[src/rtl/conv_pkg.sv]
// Shared constants, types and helpers for the convolution-layer sequencer.
package conv_pkg;

   localparam int DATA_W = 32;

   typedef enum logic [2:0] {
      IDLE  = 3'd0,
      MAC   = 3'd1,
      DRAIN = 3'd2,
      WRITE = 3'd3,
      DONE  = 3'd4
   } state_t;

   function automatic int out_size(input int input_size, input int filter_size, input int stride);
      return (input_size - filter_size) / stride + 1;
   endfunction

   // Address width that never collapses to zero bits for degenerate sizes.
   function automatic int addr_w(input int n);
      return (n <= 1) ? 1 : $clog2(n);
   endfunction

endpackage

[src/rtl/conv_seq_addr_gen.sv]
// Loop counters (f/r/c/kr/kc) and incrementally maintained pixel, weight and
// output addresses; only adders and constant steps sit on the address paths.
module conv_seq_addr_gen
   import conv_pkg::*;
#(
   parameter int NUM_FILTERS = 16,
   parameter int INPUT_SIZE  = 28,
   parameter int FILTER_SIZE = 7,
   parameter int STRIDE      = 2,
   localparam int K        = FILTER_SIZE * FILTER_SIZE,
   localparam int OUT_SIZE = out_size(INPUT_SIZE, FILTER_SIZE, STRIDE),
   localparam int IN_AW    = addr_w(INPUT_SIZE * INPUT_SIZE),
   localparam int W_AW     = addr_w(NUM_FILTERS * K),
   localparam int OUT_AW   = addr_w(NUM_FILTERS * OUT_SIZE * OUT_SIZE)
)(
   input  logic              i_clk,
   input  logic              i_rst,
   input  logic              i_clear,
   input  logic              i_advance_tap,
   input  logic              i_advance_out,
   output logic              o_last_tap,
   output logic              o_last_out,
   output logic [IN_AW-1:0]  o_in_addr,
   output logic [W_AW-1:0]   o_w_addr,
   output logic [OUT_AW-1:0] o_out_idx
);

   localparam int KW = addr_w(FILTER_SIZE);
   localparam int CW = addr_w(OUT_SIZE);
   localparam int FW = addr_w(NUM_FILTERS);

   localparam logic [KW-1:0]    K_LAST   = KW'(FILTER_SIZE - 1);
   localparam logic [CW-1:0]    O_LAST   = CW'(OUT_SIZE - 1);
   localparam logic [FW-1:0]    F_LAST   = FW'(NUM_FILTERS - 1);
   localparam logic [IN_AW-1:0] IN_STEP  = IN_AW'(INPUT_SIZE);
   localparam logic [IN_AW-1:0] COL_STEP = IN_AW'(STRIDE);
   localparam logic [IN_AW-1:0] ROW_STEP = IN_AW'(STRIDE * INPUT_SIZE);
   localparam logic [W_AW-1:0]  F_STEP   = W_AW'(K);

   logic [KW-1:0]     r_kr, r_kc;
   logic [CW-1:0]     r_r, r_c;
   logic [FW-1:0]     r_f;
   logic [IN_AW-1:0]  r_row_base, r_pos_base, r_tap_row, r_in_addr;
   logic [W_AW-1:0]   r_f_base, r_w_addr;
   logic [OUT_AW-1:0] r_out_idx;

   logic [CW-1:0]     w_r_nxt, w_c_nxt;
   logic [FW-1:0]     w_f_nxt;
   logic [IN_AW-1:0]  w_row_nxt, w_pos_nxt;
   logic [W_AW-1:0]   w_fb_nxt;

   assign o_last_tap = (r_kr == K_LAST) && (r_kc == K_LAST);
   assign o_last_out = (r_f == F_LAST) && (r_r == O_LAST) && (r_c == O_LAST);
   assign o_in_addr  = r_in_addr;
   assign o_w_addr   = r_w_addr;
   assign o_out_idx  = r_out_idx;

   // Next output position and its base addresses (column, then row, then filter).
   always_comb begin
      w_r_nxt   = r_r;
      w_c_nxt   = r_c;
      w_f_nxt   = r_f;
      w_row_nxt = r_row_base;
      w_pos_nxt = r_pos_base;
      w_fb_nxt  = r_f_base;
      if (r_c == O_LAST) begin
         w_c_nxt = '0;
         if (r_r == O_LAST) begin
            w_r_nxt   = '0;
            w_f_nxt   = r_f + FW'(1);
            w_row_nxt = '0;
            w_pos_nxt = '0;
            w_fb_nxt  = r_f_base + F_STEP;
         end else begin
            w_r_nxt   = r_r + CW'(1);
            w_row_nxt = r_row_base + ROW_STEP;
            w_pos_nxt = r_row_base + ROW_STEP;
         end
      end else begin
         w_c_nxt   = r_c + CW'(1);
         w_pos_nxt = r_pos_base + COL_STEP;
      end
   end

   // Counter and address registers; the tap walk rewinds to the position base on its last tap.
   always_ff @(posedge i_clk) begin
      if (i_rst || i_clear) begin
         r_kr       <= '0;
         r_kc       <= '0;
         r_r        <= '0;
         r_c        <= '0;
         r_f        <= '0;
         r_row_base <= '0;
         r_pos_base <= '0;
         r_tap_row  <= '0;
         r_in_addr  <= '0;
         r_f_base   <= '0;
         r_w_addr   <= '0;
         r_out_idx  <= '0;
      end else if (i_advance_out) begin
         r_r        <= w_r_nxt;
         r_c        <= w_c_nxt;
         r_f        <= w_f_nxt;
         r_row_base <= w_row_nxt;
         r_pos_base <= w_pos_nxt;
         r_tap_row  <= w_pos_nxt;
         r_in_addr  <= w_pos_nxt;
         r_f_base   <= w_fb_nxt;
         r_w_addr   <= w_fb_nxt;
         r_out_idx  <= r_out_idx + OUT_AW'(1);
      end else if (i_advance_tap) begin
         if (o_last_tap) begin
            r_kr      <= '0;
            r_kc      <= '0;
            r_tap_row <= r_pos_base;
            r_in_addr <= r_pos_base;
            r_w_addr  <= r_f_base;
         end else if (r_kc == K_LAST) begin
            r_kc      <= '0;
            r_kr      <= r_kr + KW'(1);
            r_tap_row <= r_tap_row + IN_STEP;
            r_in_addr <= r_tap_row + IN_STEP;
            r_w_addr  <= r_w_addr + W_AW'(1);
         end else begin
            r_kc      <= r_kc + KW'(1);
            r_in_addr <= r_in_addr + IN_AW'(1);
            r_w_addr  <= r_w_addr + W_AW'(1);
         end
      end
   end

endmodule

[src/rtl/conv_layer_sequencer.sv]
// Time-multiplexed convolution layer: one MAC walks filters, positions and taps.
// Define CONV_SEQ_RELU_EN to clamp negative results to zero on the write path.
module conv_layer_sequencer
   import conv_pkg::*;
#(
   parameter int NUM_FILTERS = 16,
   parameter int INPUT_SIZE  = 28,
   parameter int FILTER_SIZE = 7,
   parameter int STRIDE      = 2,
   localparam int K        = FILTER_SIZE * FILTER_SIZE,
   localparam int OUT_SIZE = out_size(INPUT_SIZE, FILTER_SIZE, STRIDE),
   localparam int IN_AW    = addr_w(INPUT_SIZE * INPUT_SIZE),
   localparam int W_AW     = addr_w(NUM_FILTERS * K),
   localparam int OUT_AW   = addr_w(NUM_FILTERS * OUT_SIZE * OUT_SIZE)
)(
   input  logic              i_clk,
   input  logic              i_rst,
   input  logic              i_start,
   output logic              o_busy,
   output logic              o_done,
   output logic              o_rd_en,
   output logic [IN_AW-1:0]  o_in_addr,
   input  logic [DATA_W-1:0] i_in_data,
   output logic [W_AW-1:0]   o_w_addr,
   input  logic [DATA_W-1:0] i_w_data,
   output logic              o_out_valid,
   input  logic              i_out_ready,
   output logic [OUT_AW-1:0] o_out_addr,
   output logic [DATA_W-1:0] o_out_data
);

   state_t            r_state, w_next;
   logic              r_busy, r_done, r_rd_en, r_acc_en, r_out_valid;
   logic [DATA_W-1:0] r_acc, r_out_data;
   logic [OUT_AW-1:0] r_out_addr;

   logic              w_gen_clear, w_adv_tap, w_adv_out, w_acc_clear;
   logic              w_last_tap, w_last_out;
   logic [OUT_AW-1:0] w_out_idx;
   logic [DATA_W-1:0] w_prod, w_acc_sum, w_out_word;

   conv_seq_addr_gen #(
      .NUM_FILTERS (NUM_FILTERS),
      .INPUT_SIZE  (INPUT_SIZE),
      .FILTER_SIZE (FILTER_SIZE),
      .STRIDE      (STRIDE)
   ) u_addr_gen (
      .i_clk         (i_clk),
      .i_rst         (i_rst),
      .i_clear       (w_gen_clear),
      .i_advance_tap (w_adv_tap),
      .i_advance_out (w_adv_out),
      .o_last_tap    (w_last_tap),
      .o_last_out    (w_last_out),
      .o_in_addr     (o_in_addr),
      .o_w_addr      (o_w_addr),
      .o_out_idx     (w_out_idx)
   );

   // Low 32 bits of the product are identical for signed and unsigned operands.
   assign w_prod    = i_in_data * i_w_data;
   assign w_acc_sum = r_acc + w_prod;

`ifdef CONV_SEQ_RELU_EN
   assign w_out_word = w_acc_sum[DATA_W-1] ? '0 : w_acc_sum;
`else
   assign w_out_word = w_acc_sum;
`endif

   // Next-state and per-cycle control strobes.
   always_comb begin
      w_next      = r_state;
      w_gen_clear = 1'b0;
      w_adv_tap   = 1'b0;
      w_adv_out   = 1'b0;
      w_acc_clear = 1'b0;
      case (r_state)
         IDLE: begin
            if (i_start) begin
               w_next      = MAC;
               w_gen_clear = 1'b1;
               w_acc_clear = 1'b1;
            end else begin
               w_next = IDLE;
            end
         end
         MAC: begin
            w_adv_tap = 1'b1;
            if (w_last_tap) begin
               w_next = DRAIN;
            end else begin
               w_next = MAC;
            end
         end
         DRAIN: w_next = WRITE;
         WRITE: begin
            if (i_out_ready) begin
               if (w_last_out) begin
                  w_next = DONE;
               end else begin
                  w_next      = MAC;
                  w_adv_out   = 1'b1;
                  w_acc_clear = 1'b1;
               end
            end else begin
               w_next = WRITE;
            end
         end
         DONE:    w_next = IDLE;
         default: w_next = IDLE;
      endcase
   end

   // State, registered status outputs, accumulator and the held output word.
   always_ff @(posedge i_clk) begin
      if (i_rst) begin
         r_state     <= IDLE;
         r_busy      <= 1'b0;
         r_done      <= 1'b0;
         r_rd_en     <= 1'b0;
         r_acc_en    <= 1'b0;
         r_acc       <= '0;
         r_out_valid <= 1'b0;
         r_out_data  <= '0;
         r_out_addr  <= '0;
      end else begin
         r_state  <= w_next;
         r_busy   <= (w_next != IDLE);
         r_done   <= (w_next == DONE);
         r_rd_en  <= (w_next == MAC);
         r_acc_en <= r_rd_en;
         if (w_acc_clear) begin
            r_acc <= '0;
         end else if (r_acc_en) begin
            r_acc <= w_acc_sum;
         end
         if (r_state == DRAIN) begin
            r_out_valid <= 1'b1;
            r_out_data  <= w_out_word;
            r_out_addr  <= w_out_idx;
         end else if ((r_state == WRITE) && i_out_ready) begin
            r_out_valid <= 1'b0;
         end
      end
   end

   assign o_busy      = r_busy;
   assign o_done      = r_done;
   assign o_rd_en     = r_rd_en;
   assign o_out_valid = r_out_valid;
   assign o_out_addr  = r_out_addr;
   assign o_out_data  = r_out_data;

endmodule

[config.mk]
export PLATFORM = sky130hd
export DESIGN_NAME = conv_layer_sequencer
export DESIGN_NICKNAME = d
export VERILOG_FILES = /design/src/rtl/conv_pkg.sv /design/src/rtl/conv_seq_addr_gen.sv /design/src/rtl/conv_layer_sequencer.sv
export SDC_FILE = /design/constraint.sdc
export NUM_CORES = 2
export LEC_CHECK = 0
export ABC_AREA = 1
export BUFFER_PORTS_ARGS = -buffer_cell sky130_fd_sc_hd__buf_2
export CAP_MARGIN = 15
export CORE_MARGIN = 2
export CORE_UTILIZATION = 64
export DETAILED_ROUTE_END_ITERATION = 12
export MAX_ROUTING_LAYER = met4
export PLACE_DENSITY = 0.83
export SKIP_LAST_GASP = 1
export SLEW_MARGIN = 10
export SYNTH_ARGS = -nofsm -noshare
export SYNTH_HDL_FRONTEND = slang
export SYNTH_SLANG_ARGS = --single-unit
[constraint.sdc]
create_clock -name i_clk -period 10.1 [get_ports i_clk]
set_input_delay 2.525 -clock i_clk [delete_from_list [all_inputs] [get_ports i_clk]]
set_output_delay 2.525 -clock i_clk [all_outputs]
set_load 0.02 [all_outputs]
==> run metrics <==
status=complete, no violations; gr usage total=around 32%; Die Width=slightly above 200 um; Worst EP arrival=between 9 and 10 ns; number of nets in the layout=between 4000 and 5000; Top Metal Used=met4; routability-driven placement congestion ratio=between 0.9 and 1; post-route ant nets=0; # fillers=3331; met3 wire len=~4800 um; ys flop type=dfxtp_1; CTS tree=built; CP peak stage delay=a little over 0.6 ns; Synth Area in Compound Gates=between 7 and 8%; count of boundary I/O pins=135; DR vias/cell=around 5.3; WS Path Type=input pin to flop; fmax=between 100 and 150 MHz; largest family of logic cells by synthesized area=adder cells; largest net degree at the start of global routing=between 50 and 60; most common cell in the netlist=inv_1; row cnt=73; clock sinks=around 170; Num CTS Buffers=17; synth warn=0; H-tree levels=4; vias after detailed routing=approximately 21000; sequential fraction of the synthesis area=a little over an eighth; CTS Hold Bufs=0; register area=3440 um2; RSZ-0062 raised after global routing=no; multiplexer area fraction after synthesis=0%; Die Y=between 200 and 250 um; max-cap viol count=0; mapped cell area=between 20000 and 30000 um2; Starting DRT DRC Count=about 1600; HPWL after detailed placement=just under 50000 um; Initial Util=between 60% and 70%; initial antenna violation count=0; Root Driver=clkbuf_16; Final Core Density=between 60% and 70%; Slew @ Worst Pin=1.03 ns; met2 wire len=30200 um; wire per inst=~16 um; number of buffer and inverter stages on the critical path=9; Critical Path End Type=flop; Async SR Flop Fraction=0%; number of global-route vias before repair=approximately 22000; Post-Synth Adder-Cell Area=between 40 and 50%; area taken by multi-input logic gates=about 18000 um2; Syn Inst Count=~3500; Slew Limit Fails=0; Clock Skew=0.0115 ns; Setup TNS=0 ns; Simple-Gate Fraction of Synth Area=19.2%; DR DRC count=0; syn_area_per_cell=7.37 um2; Max transition margin=between 30% and 40%; post-synth top area share=34.5%; Synth top cells by count=inv_1 (983), nand2_1 (822), fa_1 (438), dfxtp_1 (172), nor2_1 (161); syn nets=between 4000 and 5000; Yosys top cell by area=fa_1; Port-buffer cells=between 100 and 150; Yosys reg bits=172; WP data required=10.48 ns; Min-Delay Path Class=flop to flop; Synth cell types=62; DRT met1 WL=around 25000 um; # diodes=0; post-cts resize count=0; synthesis-to-finish area growth=5.51%; Post-synth EDFFs=0; Period minus WS final=between 9 and 10 ns; Core Region=between 30000 and 40000 um2; Worst Setup Start Kind=input pin; CP max FO=33; postcts setup bufs=0; CP top delay family=adder cells; Die Footprint=41400 um2; Worst-path clk slew=around 0.07 ns; grt ovf=0; Fin. Hold Viols=0; final wirelength=between 60000 and 70000 um; worst-skew pair later-pin latency=0.44 ns; final setup fails=0; clock buffer depth=2; Area contributors post-synth=fa_1 (34%), inv_1 (15%), dfxtp_1 (14%); period utilization=around nine tenths; slowest CP cell=nor4_1; Post-Synth XOR/XNOR Area=~2.1%; first-pass GRT wire length=around 100000 um; share of cells above drive strength 1=5.87%; 1st-pass router iterations=5
==> worst paths after layout <==
| path | startpoint | to | slack, ns | cells after the start |
|---|---|---|---|---|
| worst max register to register | r_acc[18] | o_out_data[22] | 3.46 | 22 |
| worst min-delay path | o_rd_en | r_acc_en | 0.44 | 2 |
| worst min register to register | o_rd_en | r_acc_en | 0.44 | 2 |
| worst max-delay path | i_w_data[0] | o_out_data[22] | 1.03 | 25 |
==> metal layers <==
metal,track usage [%],vias to the layer above
met5,-,-
met1,40.6,10300
met4,12.3,0
met3,5.21,169
met2,52.9,844
li1,-,10000
==> cell type report <==
class | instances | share of cell area, %
tap | 525 | 2.45
clock inverter | 13 | 0.736
timing repair buffer | 139 | 2.64
inverter | 995 | 13.9
multi-input combinational | 2136 | 65.8
clock buffer | 19 | 1.65
sequential | 172 | 12.8
==> cell usage in the layout (no fill, tap or decap), drive strengths merged, types with 2 or more instances in the layout <==
cell,Yosys,final
a211oi,7,7
a21o,4,4
a21oi,112,112
a311oi,2,2
a31o,2,2
a31oi,10,10
and3,2,2
buf,48,139
bufinv,0,4
clkbuf,103,19
clkinv,4,4
clkinvlp,0,2
dfxtp,172,172
fa,438,438
ha,134,134
inv,991,998
nand2,826,826
nand3,124,124
nand3b,13,13
nand4,21,21
nor2,166,166
nor3,24,24
nor3b,2,2
nor4,2,2
o2111ai,2,2
o211ai,34,34
o21ai,121,121
o21bai,7,7
o221ai,3,3
o22ai,5,5
or2,7,7
xnor2,17,17
xor2,43,43
==> stage by stage <==
stage	hold WS, ns	instance area, um2	std cells	setup WS, ns
after floorplan	0.408	25400	3454	1.26
after CTS	0.439	26800	3999	1.13
after detailed placement	0.427	26200	3967	0.723
final	0.441	26800	3999	1.03
after global placement	0.418	26200	3967	0.849
after global routing	0.472	26800	3999	0.707
==> flip-flops by register name, summed over array words and instances (netlist names), 3 cells and up <==
| signal | cells |
|---|---|
| o_out_data | 32 |
| u_addr_gen.r_r | 4 |
| o_out_addr | 11 |
| u_addr_gen.r_c | 4 |
| u_addr_gen.r_pos_base | 10 |
| u_addr_gen.o_in_addr | 10 |
| u_addr_gen.r_kr | 3 |
| u_addr_gen.o_out_idx | 11 |
| r_acc | 32 |
| u_addr_gen.r_f_base | 10 |
| u_addr_gen.r_tap_row | 10 |
| u_addr_gen.r_row_base | 10 |
| r_state | 3 |
| u_addr_gen.r_f | 4 |
| u_addr_gen.o_w_addr | 10 |
| u_addr_gen.r_kc | 3 |
==> cells by family after synthesis <==
logic type               Yosys count
XOR/XNOR                          60
AND/OR/NAND/NOR                 1188
adder cells (fa/ha/maj)          572
buffers and inverters           1146
AO/OA/AOI/OAI                    316
flip-flops                       172
==> worst reg2reg max path, delay by kind of cell (launching register included) <==
kind                       cells  cell delay [ns]
adders and majority gates      9             4.43
and+or+nand+nor                4             1.03
buffers and inverters          7             0.42
DFF                            1             0.36
AOI/OAI and AO/OA              2             0.36
Power is left out: the tool's default activity adds up to more than one toggle a clock period on the data nets, which glitch-free logic cannot reach.
